--- src/rtl/mxv1_prev_result_reader.sv ---
// Reader side of the single-entry previous-mXv1-result store.
// On start (IDLE only) the stored wide vector is snapshotted. The snapshot is then streamed
// one element per valid/ready handshake, element 0 first. A one-cycle done pulse follows the
// last accepted element. Writes to vector_in after capture never reach the current stream.
//
// Ports:
//   clk, rst       - clock, synchronous active-high reset
//   start          - read request, honoured only in IDLE
//   vector_in      - stored result, element k at [k*E +: E]
//   busy           - high in STREAM and DONE
//   element_out    - current element (0 when not valid)
//   element_index  - index of element_out (0 when not valid)
//   element_valid  - element_out/element_index valid
//   element_ready  - consumer accepts when high with element_valid
//   last           - valid element is index N-1
//   done           - one-cycle pulse after the last element is accepted
module mxv1_prev_result_reader #(
  parameter int unsigned number_of_equations_per_cluster = 9,
  parameter int unsigned element_width                   = 32,
  parameter int unsigned index_width                     = 4
) (
  input  logic                                                     clk,
  input  logic                                                     rst,
  input  logic                                                     start,
  input  logic [number_of_equations_per_cluster*element_width-1:0] vector_in,
  output logic                                                     busy,
  output logic [element_width-1:0]                                 element_out,
  output logic [index_width-1:0]                                   element_index,
  output logic                                                     element_valid,
  input  logic                                                     element_ready,
  output logic                                                     last,
  output logic                                                     done
);

  localparam int unsigned N  = number_of_equations_per_cluster;
  localparam int unsigned E  = element_width;
  localparam int unsigned IW = index_width;
  localparam logic [IW-1:0] LastIdx = IW'(N - 1);

  typedef enum logic [1:0] {StIdle, StStream, StDone} state_e;

  state_e          state_q, state_d;
  logic [N*E-1:0]  snap_q, snap_d;
  logic [IW-1:0]   idx_q, idx_d;
  logic [E-1:0]    elem_sel;
  logic            is_last;

  // Element mux driven only by registers, so element_out is stable for the whole cycle.
  always_comb begin
    elem_sel = '0;
    for (int unsigned k = 0; k < N; k++) begin
      if (idx_q == IW'(k)) elem_sel = snap_q[k*E +: E];
    end
  end

  assign is_last = (idx_q == LastIdx);

  always_comb begin
    state_d       = state_q;
    snap_d        = snap_q;
    idx_d         = idx_q;
    busy          = 1'b0;
    element_out   = '0;
    element_index = '0;
    element_valid = 1'b0;
    last          = 1'b0;
    done          = 1'b0;
    case (state_q)
      StIdle: begin
        // Snapshot is written only here, which isolates the stream from later stores.
        if (start) begin
          state_d = StStream;
          snap_d  = vector_in;
          idx_d   = '0;
        end
      end
      StStream: begin
        busy          = 1'b1;
        element_valid = 1'b1;
        element_out   = elem_sel;
        element_index = idx_q;
        last          = is_last;
        if (element_ready) begin
          if (is_last) begin
            state_d = StDone;
            idx_d   = '0;
          end else begin
            idx_d = idx_q + IW'(1);
          end
        end
      end
      StDone: begin
        busy    = 1'b1;
        done    = 1'b1;
        state_d = StIdle;
      end
      default: state_d = StIdle;
    endcase
  end

  always_ff @(posedge clk) begin
    if (rst) begin
      state_q <= StIdle;
      snap_q  <= '0;
      idx_q   <= '0;
    end else begin
      state_q <= state_d;
      snap_q  <= snap_d;
      idx_q   <= idx_d;
    end
  end

endmodule

--- config.mk ---
export PLATFORM = sky130hd
export DESIGN_NAME = mxv1_prev_result_reader
export DESIGN_NICKNAME = d
export VERILOG_FILES = /design/src/rtl/mxv1_prev_result_reader.sv
export SDC_FILE = /design/constraint.sdc
export NUM_CORES = 1
export LEC_CHECK = 0
export CORE_UTILIZATION = 35
export CTS_CLUSTER_DIAMETER = 200
export DETAILED_ROUTE_END_ITERATION = 12
export GPL_ROUTABILITY_DRIVEN = 0
export PLACE_DENSITY = 0.66
export RECOVER_POWER = 100
export SLEW_MARGIN = 10
export SYNTH_ARGS = -nofsm -noshare
export SYNTH_HDL_FRONTEND = slang
export SYNTH_SLANG_ARGS = --single-unit
--- constraint.sdc ---
create_clock -name clk -period 3.9 [get_ports clk]
set_input_delay 0.585 -clock clk [delete_from_list [all_inputs] [get_ports clk]]
set_output_delay 0.585 -clock clk [all_outputs]
set_load 0.01 [all_outputs]
Word-level counts from Yosys, hierarchy flattened
Cells that the tools add are included.

$add $sub $neg: 1. Muxes and demuxes: 23. Equality and inequality tests: 13. Reductions and logical operators: 7.

Operators by type and width (number): 32-bit 2-to-1 mux (10); 4-bit by 3-bit == test with 1-bit output, second input constant (4); 4-bit 2-to-1 mux (4); 4-bit by 2-bit == test with 1-bit output, second input constant (2); 4-bit one-hot mux with 2 select lines (1); 2-bit 2-to-1 mux (3); 2-bit != test, second input constant (3); 3-bit AND reduction (2); 4-bit by 1-bit adder with 4-bit output, second input constant (1); 4-bit by 1-bit == test with 1-bit output, second input constant (1); 4-bit == test, second input constant (1); 4-bit logical NOT (1); 1-bit 2-to-1 mux (4); 2-bit one-hot mux with 2 select lines (1); 2-bit by 1-bit == test with 1-bit output, second input constant (1); 2-bit == test, second input constant (1); 2-bit logical NOT (1); 2-bit AND reduction (1); 2-bit nonzero test (1); 2-bit OR reduction (1).

Logic and storage cells: 47. Flip-flop bits (word level): 294. Output and inout port bits: 40.

Logic depth before layout (Yosys ltp)
Word-level depth: 11. Mapped depth: 9. Depth with buffers taken out: 6.

Worst setup path before layout
OpenSTA, ideal clock, no wires.

Kind: register to output. Start: register state_q[1]. End: output element_out[26]. Cell stages (with the launch flop): 10. Path slack: 1.614 ns. Data arrival time: 1.701 ns. Required time: 3.315 ns. Path through: dfxtp_1 > inv_1 > ha_1 > buf_4 > and2_4 > and3b_1 > buf_6 > buf_6 > a22oi_1 > o211ai_1.

Cells in the longest elaborated chain, start to end: 2.

RTL lines: from (decl) (RTL line 42) `state_e state_q, state_d;`; from (signal assigned) (RTL line 103) `state_q <= StIdle;`; from (signal assigned) (RTL line 107) `state_q <= state_d;`; 2-bit by 1-bit == test with 1-bit output (RTL line 68) `case (state_q)`; 32-bit 2-to-1 mux (RTL line 68); to (decl) (RTL line 27) `output logic [element_width-1:0] element_out,`.

No other way between the ends.

Final worst setup path
Start: register idx_q[0]. End: output element_out[11].

Cells in the longest elaborated chain, start to end: 11.

RTL lines: from (decl) (RTL line 44) `logic [IW-1:0] idx_q, idx_d;`; from (signal assigned) (RTL line 109) `idx_q <= idx_d;`; 4-bit logical NOT (RTL line 52) `if (idx_q == IW'(k)) elem_sel = snap_q[k*E +: E];`; 32-bit 2-to-1 mux (8 in series) (RTL line 52); 32-bit 2-to-1 mux (*) (RTL line 52); 32-bit 2-to-1 mux (*) (RTL line 68).

Every way passes the cells marked *; elsewhere a longest branch is shown, timed or not.

==> flow_summary.toml <==
[routing]
vias = 13326
drcViolationCount = 0
vias_per_cell = 5.34
drtIter0Drc = 1207
dr.pass1.iters = 5
routedWlPerCell_um = 19.7
drt-total-wl_mm = 49.2
postRouteAntennaNets = 0

[synthesis]
yosysTopAreaCellShare_pct = 45.7
synthCells = 1763
synth_top_cell_by_area = "dfxtp_1"
async_flop_share_pct = 0
syn-cell-area_sq_mm = 0.0129
avgSynthCellArea_sq_um = 7.30
synth_edf_count = 0
yosys-top-cells-count = "nand2_1 (679), a21oi_1 (297), dfxtp_1 (294)"
yosysWarnings = 0
synth_flop_cell = "dfxtp_1"
netlist_top_cells_area = "dfxtp_1 (46%), nand2_1 (20%), a21oi_1 (12%), o21ai_0 (3.8%), o211ai_1 (3.6%)"
synth_most_common_cell = "nand2_1"
syn-num-nets = 2063
synth-seq-area-share_pct = 45.7
synth_cell_types = 38
ys_ff_latch = 294

[cells_and_area]
synthToLayoutAreaGrowth_pct = 36.7
finish.utilization_pct = 49.0
fillers = 3557
fin_cells = 2497
nets = 2306
layout-drive-gt1-share_pct = 4.92
stdcell_area_sq_mm = 0.0176

[clock_tree]
cts_tree = "done"
cts_max_path_buffers = 3
cts_num_sinks = 294
path_clk_slew_ns = 0.06
cts_buffers = 34
htree_num_levels = 2
clock_latency_ns = 0.51
clock_tree.root_cell = "clkbuf_16"

[placed_design]
post-place-cells = 2430
dp_hpwl_mm = 34.2
dpl_cell_area_sq_mm = 0.0164
port_buffers = 331

[die]
start_util_pct = 35.8
num_rows = 69
top_level_ports = 332
die-area_sq_mm = 0.0375
core-area_sq_mm = 0.0359
die_x_um = 194
die_y_um = 194

[timing]
max_slew_margin_pct = -60.8
period_minus_slack_ns = 3.83
fmax_ghz = 0.261
fin_crit_sh_pct = 98.1
rsz0062_at_grt = "false"
finalSetupTns_ns = 0
skew_ns = 0.0138
hold_viol_final = 0
setup_violations = 0
worst_pin_slew_ns = 2.41
report.final.slew_viol_count = 197

[power]
p_per_area_mw_per_mm2 = 465
ir_drop_mv = 0.230
power.leakage_nw = 6.14
p_total_mw = 8.19

[grt]
antenna_found_initial = 5
grt_pass1_wl_mm = 74.0
grt_max_degree = 136
grt_overflow = 0
grt_pass1_vias = 12849
track_usage_pct = 25.2

[worst_setup_path]
worst_setup_path_start_kind = "register"
crit_path_start = "idx_q[0]"
rrSetupSlack_ns = 0.36
crit_type = "register to output pin"
r2r-start = "state_q[0]"
end_kind = "output pin"
cp.arrival_ns = 3.24
path_max_fanout = 17
required_ns = 3.31

[min_path]
min-delay-start = "snap_q[205]"
hp-class = "register to register"

[job]
maxCapViolCount = 2

[outcome]
status = "finished with violations"
violations = "max-capacitance violations, max-slew violations"
cell usage in the layout, fill, tap and decap left out, types with 2 or more instances in the layout:
| master | n |
|---|---|
| o21ai_1 | 2 |
| bufinv_16 | 3 |
| a32o_1 | 29 |
| and2_1 | 3 |
| diode_2 | 5 |
| clkbuf_8 | 9 |
| nand2_1 | 679 |
| clkinv_2 | 5 |
| nand3_1 | 30 |
| dlygate4sd3_1 | 8 |
| nand3b_1 | 4 |
| a21oi_1 | 297 |
| ha_4 | 2 |
| buf_4 | 18 |
| ha_2 | 3 |
| buf_2 | 2 |
| clkbuf_4 | 2 |
| clkinvlp_4 | 2 |
| nand4_1 | 2 |
| clkbuf_1 | 6 |
| nand2b_1 | 35 |
| inv_1 | 6 |
| ha_1 | 3 |
| nor2_1 | 6 |
| o21ai_0 | 97 |
| buf_12 | 6 |
| clkbuf_16 | 35 |
| clkdlybuf4s50_1 | 322 |
| nor2b_1 | 3 |
| dfxtp_1 | 294 |
| a31oi_1 | 4 |
| a22oi_1 | 29 |
| o211ai_1 | 62 |
per-stage QoR:
step,setup WS (ns),hold slack [ns]
CTS,0.0144,0.450
floorplan,1.61,0.431
detailed placement,0.561,0.442
global placement,0.599,0.439
global route,0.00234,0.464
finish,0.0732,0.450
timing repair:
action | CTS | global route
gates resized for setup | 0 | 2
setup buffers | 0 | 1
endpoints found under the setup margin | 0 | 15
hold buffers | 0 | 0
layer usage:
layer,vias to the layer above,wire length (um),track usage (%)
met5,-,25,0
met4,4,2150,11.9
met3,108,3290,4.51
met2,525,23600,42.7
met1,6263,20200,30.8
li1,6426,-,-
layout make-up:
type	count	area (sq um)	area share, %
diodes	5	12.5	0.0711
repair buffers	361	3610	20.5
flip-flops and latches	294	5890	33.4
clock inverters	11	139	0.789
clock buffers	50	1020	5.81
well taps	461	577	3.28
multi-input cells	1308	6320	35.9
inverters	7	26.3	0.149
worst max-delay path, stage by stage, from the launching register on:
cell           delay [ns]
dfxtp_1              0.45
inv_1                0.16
ha_2                 0.30
nor2_4               0.50
buf_4                0.37
a32o_1               0.20
o211ai_1             0.09
dlygate4sd3_1        0.66
path summary, 6_finish.rpt:
path                                         to  cells past startpoint
worst max register to register      snap_q[260]                      6
worst min-delay path                snap_q[205]                      2
worst min register to register      snap_q[205]                      2
worst max-delay path            element_out[11]                      7
flip-flops by register name, indices dropped and copies added, names as in the netlist:
| signal | count |
|---|---|
| idx_q | 4 |
| snap_q | 288 |
| state_q | 2 |
power by group:
group / switching [mW] / total (mW) / internal [mW]
Sequential: 0.163 / 3.44 / 3.27
Clock: 1.27 / 3.29 / 2.02
Combinational: 0.825 / 1.46 / 0.636
kinds of logic after synthesis:
| logic type | Yosys count | share of synthesized area [%] |
|---|---|---|
| adder cells (fa/ha/maj) | 8 | 0.778 |
| AO/OA/AOI/OAI | 524 | 23.4 |
| buffers and inverters | 161 | 5.67 |
| AND/OR/NAND/NOR | 776 | 24.4 |
| flip-flops | 294 | 45.7 |
(Power assumes the default switching activity.)
